### src/rtl/dmi_arbiter.sv
// Round-robin arbiter sharing the debug module's single DMI target port among NUM_REQ masters.
// Define DMI_ARBITER_TIMEOUT_EN to abort transactions whose dmi_ready never arrives.
module dmi_arbiter #(
    parameter int unsigned NUM_REQ        = 2,
    parameter int unsigned TIMEOUT_CYCLES = 255
) (
    input  logic                  clk,
    input  logic                  resetn,
    input  logic [NUM_REQ-1:0]    req_valid,
    output logic [NUM_REQ-1:0]    req_ready,
    input  logic [NUM_REQ-1:0]    req_write,
    input  logic [7*NUM_REQ-1:0]  req_addr,
    input  logic [32*NUM_REQ-1:0] req_wdata,
    output logic [31:0]           req_rdata,
    output logic                  req_err,
    output logic                  dmi_valid,
    input  logic                  dmi_ready,
    output logic                  dmi_write,
    output logic [6:0]            dmi_addr,
    output logic [31:0]           dmi_wdata,
    input  logic [31:0]           dmi_rdata
);

    localparam int unsigned AW = 7;
    localparam int unsigned DW = 32;
    localparam int unsigned IW = (NUM_REQ > 1) ? $clog2(NUM_REQ) : 1;

    if (NUM_REQ < 2 || NUM_REQ > 8 || TIMEOUT_CYCLES < 1) begin : g_param_check
        $error("dmi_arbiter: NUM_REQ must be 2..8 and TIMEOUT_CYCLES at least 1");
    end

    typedef enum logic [1:0] {IDLE, ISSUE, RESP} state_t;

    state_t          state_q, state_d;
    logic [IW-1:0]   grant_q, grant_d;
    logic [IW-1:0]   rr_ptr_q, rr_ptr_d;
    logic [NUM_REQ-1:0] ready_d;
    logic [DW-1:0]   rdata_d;
    logic            valid_d;
    logic            write_d;
    logic [AW-1:0]   addr_d;
    logic [DW-1:0]   wdata_d;

    logic            pick_found;
    logic [IW-1:0]   pick_idx;
    logic [IW-1:0]   cand;

`ifdef DMI_ARBITER_TIMEOUT_EN
    localparam int unsigned CW = $clog2(TIMEOUT_CYCLES + 1);
    logic [CW-1:0]   tmo_cnt_q, tmo_cnt_d;
    logic            err_d;
`endif

    // Round-robin search starting just after the last granted requester
    always_comb begin
        pick_found = 1'b0;
        pick_idx   = '0;
        cand       = '0;
        for (int unsigned i = 1; i <= NUM_REQ; i++) begin
            cand = IW'((32'(rr_ptr_q) + i) % NUM_REQ);
            if (!pick_found && req_valid[cand]) begin
                pick_found = 1'b1;
                pick_idx   = cand;
            end
        end
    end

    // Next-state and next-output logic
    always_comb begin
        state_d   = state_q;
        grant_d   = grant_q;
        rr_ptr_d  = rr_ptr_q;
        ready_d   = '0;
        rdata_d   = req_rdata;
        valid_d   = dmi_valid;
        write_d   = dmi_write;
        addr_d    = dmi_addr;
        wdata_d   = dmi_wdata;
`ifdef DMI_ARBITER_TIMEOUT_EN
        tmo_cnt_d = tmo_cnt_q;
        err_d     = 1'b0;
`endif
        case (state_q)
            IDLE: begin
                if (pick_found) begin
                    grant_d   = pick_idx;
                    rr_ptr_d  = pick_idx;
                    write_d   = req_write[pick_idx];
                    addr_d    = req_addr[AW*pick_idx +: AW];
                    wdata_d   = req_wdata[DW*pick_idx +: DW];
                    valid_d   = 1'b1;
                    state_d   = ISSUE;
`ifdef DMI_ARBITER_TIMEOUT_EN
                    tmo_cnt_d = '0;
`endif
                end
            end
            ISSUE: begin
                if (dmi_valid && dmi_ready) begin
                    if (!dmi_write) begin
                        rdata_d = dmi_rdata;
                    end
                    valid_d          = 1'b0;
                    ready_d[grant_q] = 1'b1;
                    state_d          = RESP;
                end
`ifdef DMI_ARBITER_TIMEOUT_EN
                // Abort on the cycle the wait count reaches TIMEOUT_CYCLES
                else if (tmo_cnt_q == CW'(TIMEOUT_CYCLES - 1)) begin
                    valid_d          = 1'b0;
                    rdata_d          = '0;
                    err_d            = 1'b1;
                    ready_d[grant_q] = 1'b1;
                    state_d          = RESP;
                end else begin
                    tmo_cnt_d = tmo_cnt_q + CW'(1);
                end
`endif
            end
            RESP: begin
                state_d = IDLE;
            end
            default: begin
                state_d = IDLE;
            end
        endcase
    end

    always_ff @(posedge clk or negedge resetn) begin
        if (!resetn) begin
            state_q   <= IDLE;
            grant_q   <= '0;
            rr_ptr_q  <= IW'(NUM_REQ - 1);
            req_ready <= '0;
            req_rdata <= '0;
            dmi_valid <= 1'b0;
            dmi_write <= 1'b0;
            dmi_addr  <= '0;
            dmi_wdata <= '0;
        end else begin
            state_q   <= state_d;
            grant_q   <= grant_d;
            rr_ptr_q  <= rr_ptr_d;
            req_ready <= ready_d;
            req_rdata <= rdata_d;
            dmi_valid <= valid_d;
            dmi_write <= write_d;
            dmi_addr  <= addr_d;
            dmi_wdata <= wdata_d;
        end
    end

`ifdef DMI_ARBITER_TIMEOUT_EN
    always_ff @(posedge clk or negedge resetn) begin
        if (!resetn) begin
            tmo_cnt_q <= '0;
            req_err   <= 1'b0;
        end else begin
            tmo_cnt_q <= tmo_cnt_d;
            req_err   <= err_d;
        end
    end
`else
    assign req_err = 1'b0;
`endif

endmodule
### config.mk
export PLATFORM = sky130hd
export DESIGN_NAME = dmi_arbiter
export DESIGN_NICKNAME = d
export VERILOG_FILES = /design/src/rtl/dmi_arbiter.sv
export SDC_FILE = /design/constraint.sdc
export NUM_CORES = 1
export LEC_CHECK = 0
export ABC_AREA = 1
export CORE_MARGIN = 3
export CORE_UTILIZATION = 37
export DETAILED_ROUTE_END_ITERATION = 8
export GPL_TIMING_DRIVEN = 0
export PLACE_DENSITY = 0.78
export SLEW_MARGIN = 10
export SYNTH_ARGS = -nofsm -noshare
export SYNTH_HDL_FRONTEND = slang
export SYNTH_SLANG_ARGS = --single-unit
### constraint.sdc
create_clock -name clk -period 1.05 [get_ports clk]
set_input_delay 0.21 -clock clk [delete_from_list [all_inputs] [get_ports clk]]
set_output_delay 0.21 -clock clk [all_outputs]
set_load 0.02 [all_outputs]
==> flow_summary.ini <==
[drt]
via_count = 4277
drc = 0
drt_iter0_drc = 265
vias_per_cell = 4.66
ant_nets = 0
wl_per_cell_um = 14.5
wirelength_mm = 13.3
drt_first_pass_iters = 6

[setup_path]
crit_chain = inv_2, nor2_4, nand2_8, buf_8, nand2_2, nand2_1
slowest_stage = dfrtp_1
timing.rr.start = state_q[0]
end_kind = register
criticalPathCategory = register to register
cp.buffers_inverters = 2
rr_worst_depth = 6
worstPathMaxFanout = 7
critPathLaunchType = register
ff2ff_setup_slack_ns = -0.23
arrival_ns = 1.51
r2r-end = req_rdata[12]
critPathRequiredTime_ns = 1.28
max_stage_delay_ns = 0.36
path_depth = 6
cp_top_family = simple AND/OR/NAND/NOR gates

[synth]
syn_area_um2 = 3840
yosys.area.top_type = dfrtp_1
ys_warn_count = 0
synth_area_leaders = dfrtp_1 (51%), nand2_1 (19%), nand3_1 (15%)
synth_cells = 513
ys_seq_area_frac = 0.515
syn_area_per_cell_um2 = 7.49
synth_top_area_share = 0.508
ys_seq_elements = 79
ys_types = 16
syn-num-nets = 630

[floorplanning]
rows = 36
die-area_um2 = 11600
dieHeight_um = 108
ioPinCount = 193
start_util = 0.388
coreArea_um2 = 9910
fp.dieW_um = 108

[global_routing]
grt_first_pass_wirelength_mm = 19.4
grt_overflow = 0
track_usage = 0.207
antenna_found_initial = 0
first_global_vias = 4123
grt_max_degree = 42

[clock_network]
cts_tree = built
htreeDepth = 3
clock-root-buffer = clkbuf_8
cts_sinks = 79
clkLatencyLatePin_ns = 0.35
clkTransAtPathRegs_ns = 0.09
cts-buffers-inserted = 9
cts_buffer_depth = 2

[cells_and_area]
instances_no_fill = 918
final_common_cell = nand2_1
final_nets = 897
drive_above_1_share = 0.331
nFillCells = 724
num_antenna_cells = 0
area_growth_pct = 86.4
layout_common_cells = nand2_1 (133), clkdlybuf4s50_1 (114), nand3_1 (111)

[placed_design]
hpwl_mm = 8.61
dp.cells = 837
place.gp.congestion = 0.827
port_buffers = 190
dp_worst_setup_slack_ns = -0.563

[timing]
slew_viol_final = 0
min_period_ns = 1.28
clock.fmax_mhz = 782
finalSetupViolCount = 154
fin_setup_tns_ns = -16.97
timing.final.crit_share = 1.22
setup_slack_ns = -0.229
fin_skew_ns = 0.0139
hold_violations = 0
rsz0062_at_grt = yes

[power]
sequentialPowerShare = 0.286
p_sw_frac = 0.418
pwr-share-comb = 0.609
power_switching_mw = 8.36
power_mw = 20.0
power.leakage_nw = 3.80
power.density_nw_per_um2 = 2790
power.internal_mw = 11.6
p_clk_frac = 0.105
ir_drop_uv = 1360

[run_status]
violations = negative setup slack
status = finished, violations left

[job]
cap_viol_max_count = 0

[min_path]
worstHoldPathType = primary input to asynchronous set/reset pin
==> power by group through the flow <==
stage / logic (mW) / clock network (mW) / registers, mW
after floorplan: 3.12 / 0 / 6.98
after global placement: 8.80 / 0 / 5.35
after detailed placement: 9.01 / 0 / 5.39
after CTS: 10.4 / 2.12 / 5.60
after global routing: 13.1 / 2.29 / 5.84
final: 12.2 / 2.09 / 5.72
==> worst register-to-register path, stage by stage, from the launching register on <==
cell	delay [ns]
dfrtp_1	0.36
inv_2	0.07
nor2_4	0.27
nand2_8	0.14
buf_8	0.17
nand2_2	0.07
nand2_1	0.08
==> cell families after synthesis <==
group / synth area share
compound gates: 0.00130
buf+inv: 0.132
flops: 0.515
other cells: 0.000977
simple gates: 0.350
==> repair_timing <==
action                                  in CTS  in global routing
gates resized for setup                    490                 84
setup buffers                               24                 31
cloned                                       7                  2
hold buffers                                 1                  0
endpoints found under the hold margin       39                  0
pin swaps                                    5                  9
endpoints found under the setup margin     151                192
==> state kept, by name, indices dropped and copies added (netlist names) <==
| register | cells |
|---|---|
| dmi_write | 1 |
| rr_ptr_q | 1 |
| state_q | 2 |
| dmi_wdata | 32 |
| dmi_valid | 1 |
| req_rdata | 32 |
| grant_q | 1 |
| req_ready | 2 |
| dmi_addr | 7 |
==> layer usage <==
layer,vias to the layer above,GRT usage,wire length [µm]
met5,-,0,0
met4,0,0.0667,339
met3,34,0.0498,990
met2,180,0.357,6810
met1,1978,0.253,5180
li1,2085,-,-
==> cells in the mapped netlist <==
cell type / instances
nand3_1: 112
inv_2: 1
buf_2: 16
o21ai_0: 1
buf_6: 4
nor2_1: 5
buf_4: 5
nor2_4: 2
nand2_1: 193
dfstp_2: 1
inv_1: 85
clkbuf_1: 6
nand4_1: 1
conb_1: 1
dfrtp_1: 78
nor2_2: 2
==> final cells by class <==
cell class / count / area, µm² / area share
repair inverters: 1 / 6.26 / 0.000874
flip-flops and latches: 79 / 1980 / 0.277
well taps: 133 / 166 / 0.0232
inverters: 86 / 328 / 0.0458
plain buffers: 31 / 292 / 0.0407
clock inverters: 7 / 55.1 / 0.00769
repair buffers: 255 / 2580 / 0.361
clock buffers: 9 / 124 / 0.0173
multi-input cells: 317 / 1620 / 0.227
==> worst max-delay path by stage <==
stage          slack, ns            end         start
3_3_place_gp       -3.18      dmi_valid        resetn
3_5_place_dp       -0.56  dmi_wdata[12]  req_valid[0]
2_1_floorplan      -0.05   req_rdata[0]     dmi_valid
4_1_cts            -0.16   dmi_wdata[9]    state_q[0]
5_1_grt            -0.28  req_rdata[12]     dmi_write
6_report           -0.23  req_rdata[12]    state_q[0]
==> metrics by stage <==
stage / utilization / instance area [µm²] / hold slack [ns]
6_report: 0.722 / 7160 / 0.326
5_1_grt: 0.722 / 7160 / 0.354
3_5_place_dp: 0.605 / 5990 / 0.227
3_3_place_gp: 0.603 / 5980 / 0.410
4_1_cts: 0.668 / 6620 / 0.330
2_1_floorplan: - / 3910 / -0.0856
(Power assumes the default switching activity.)
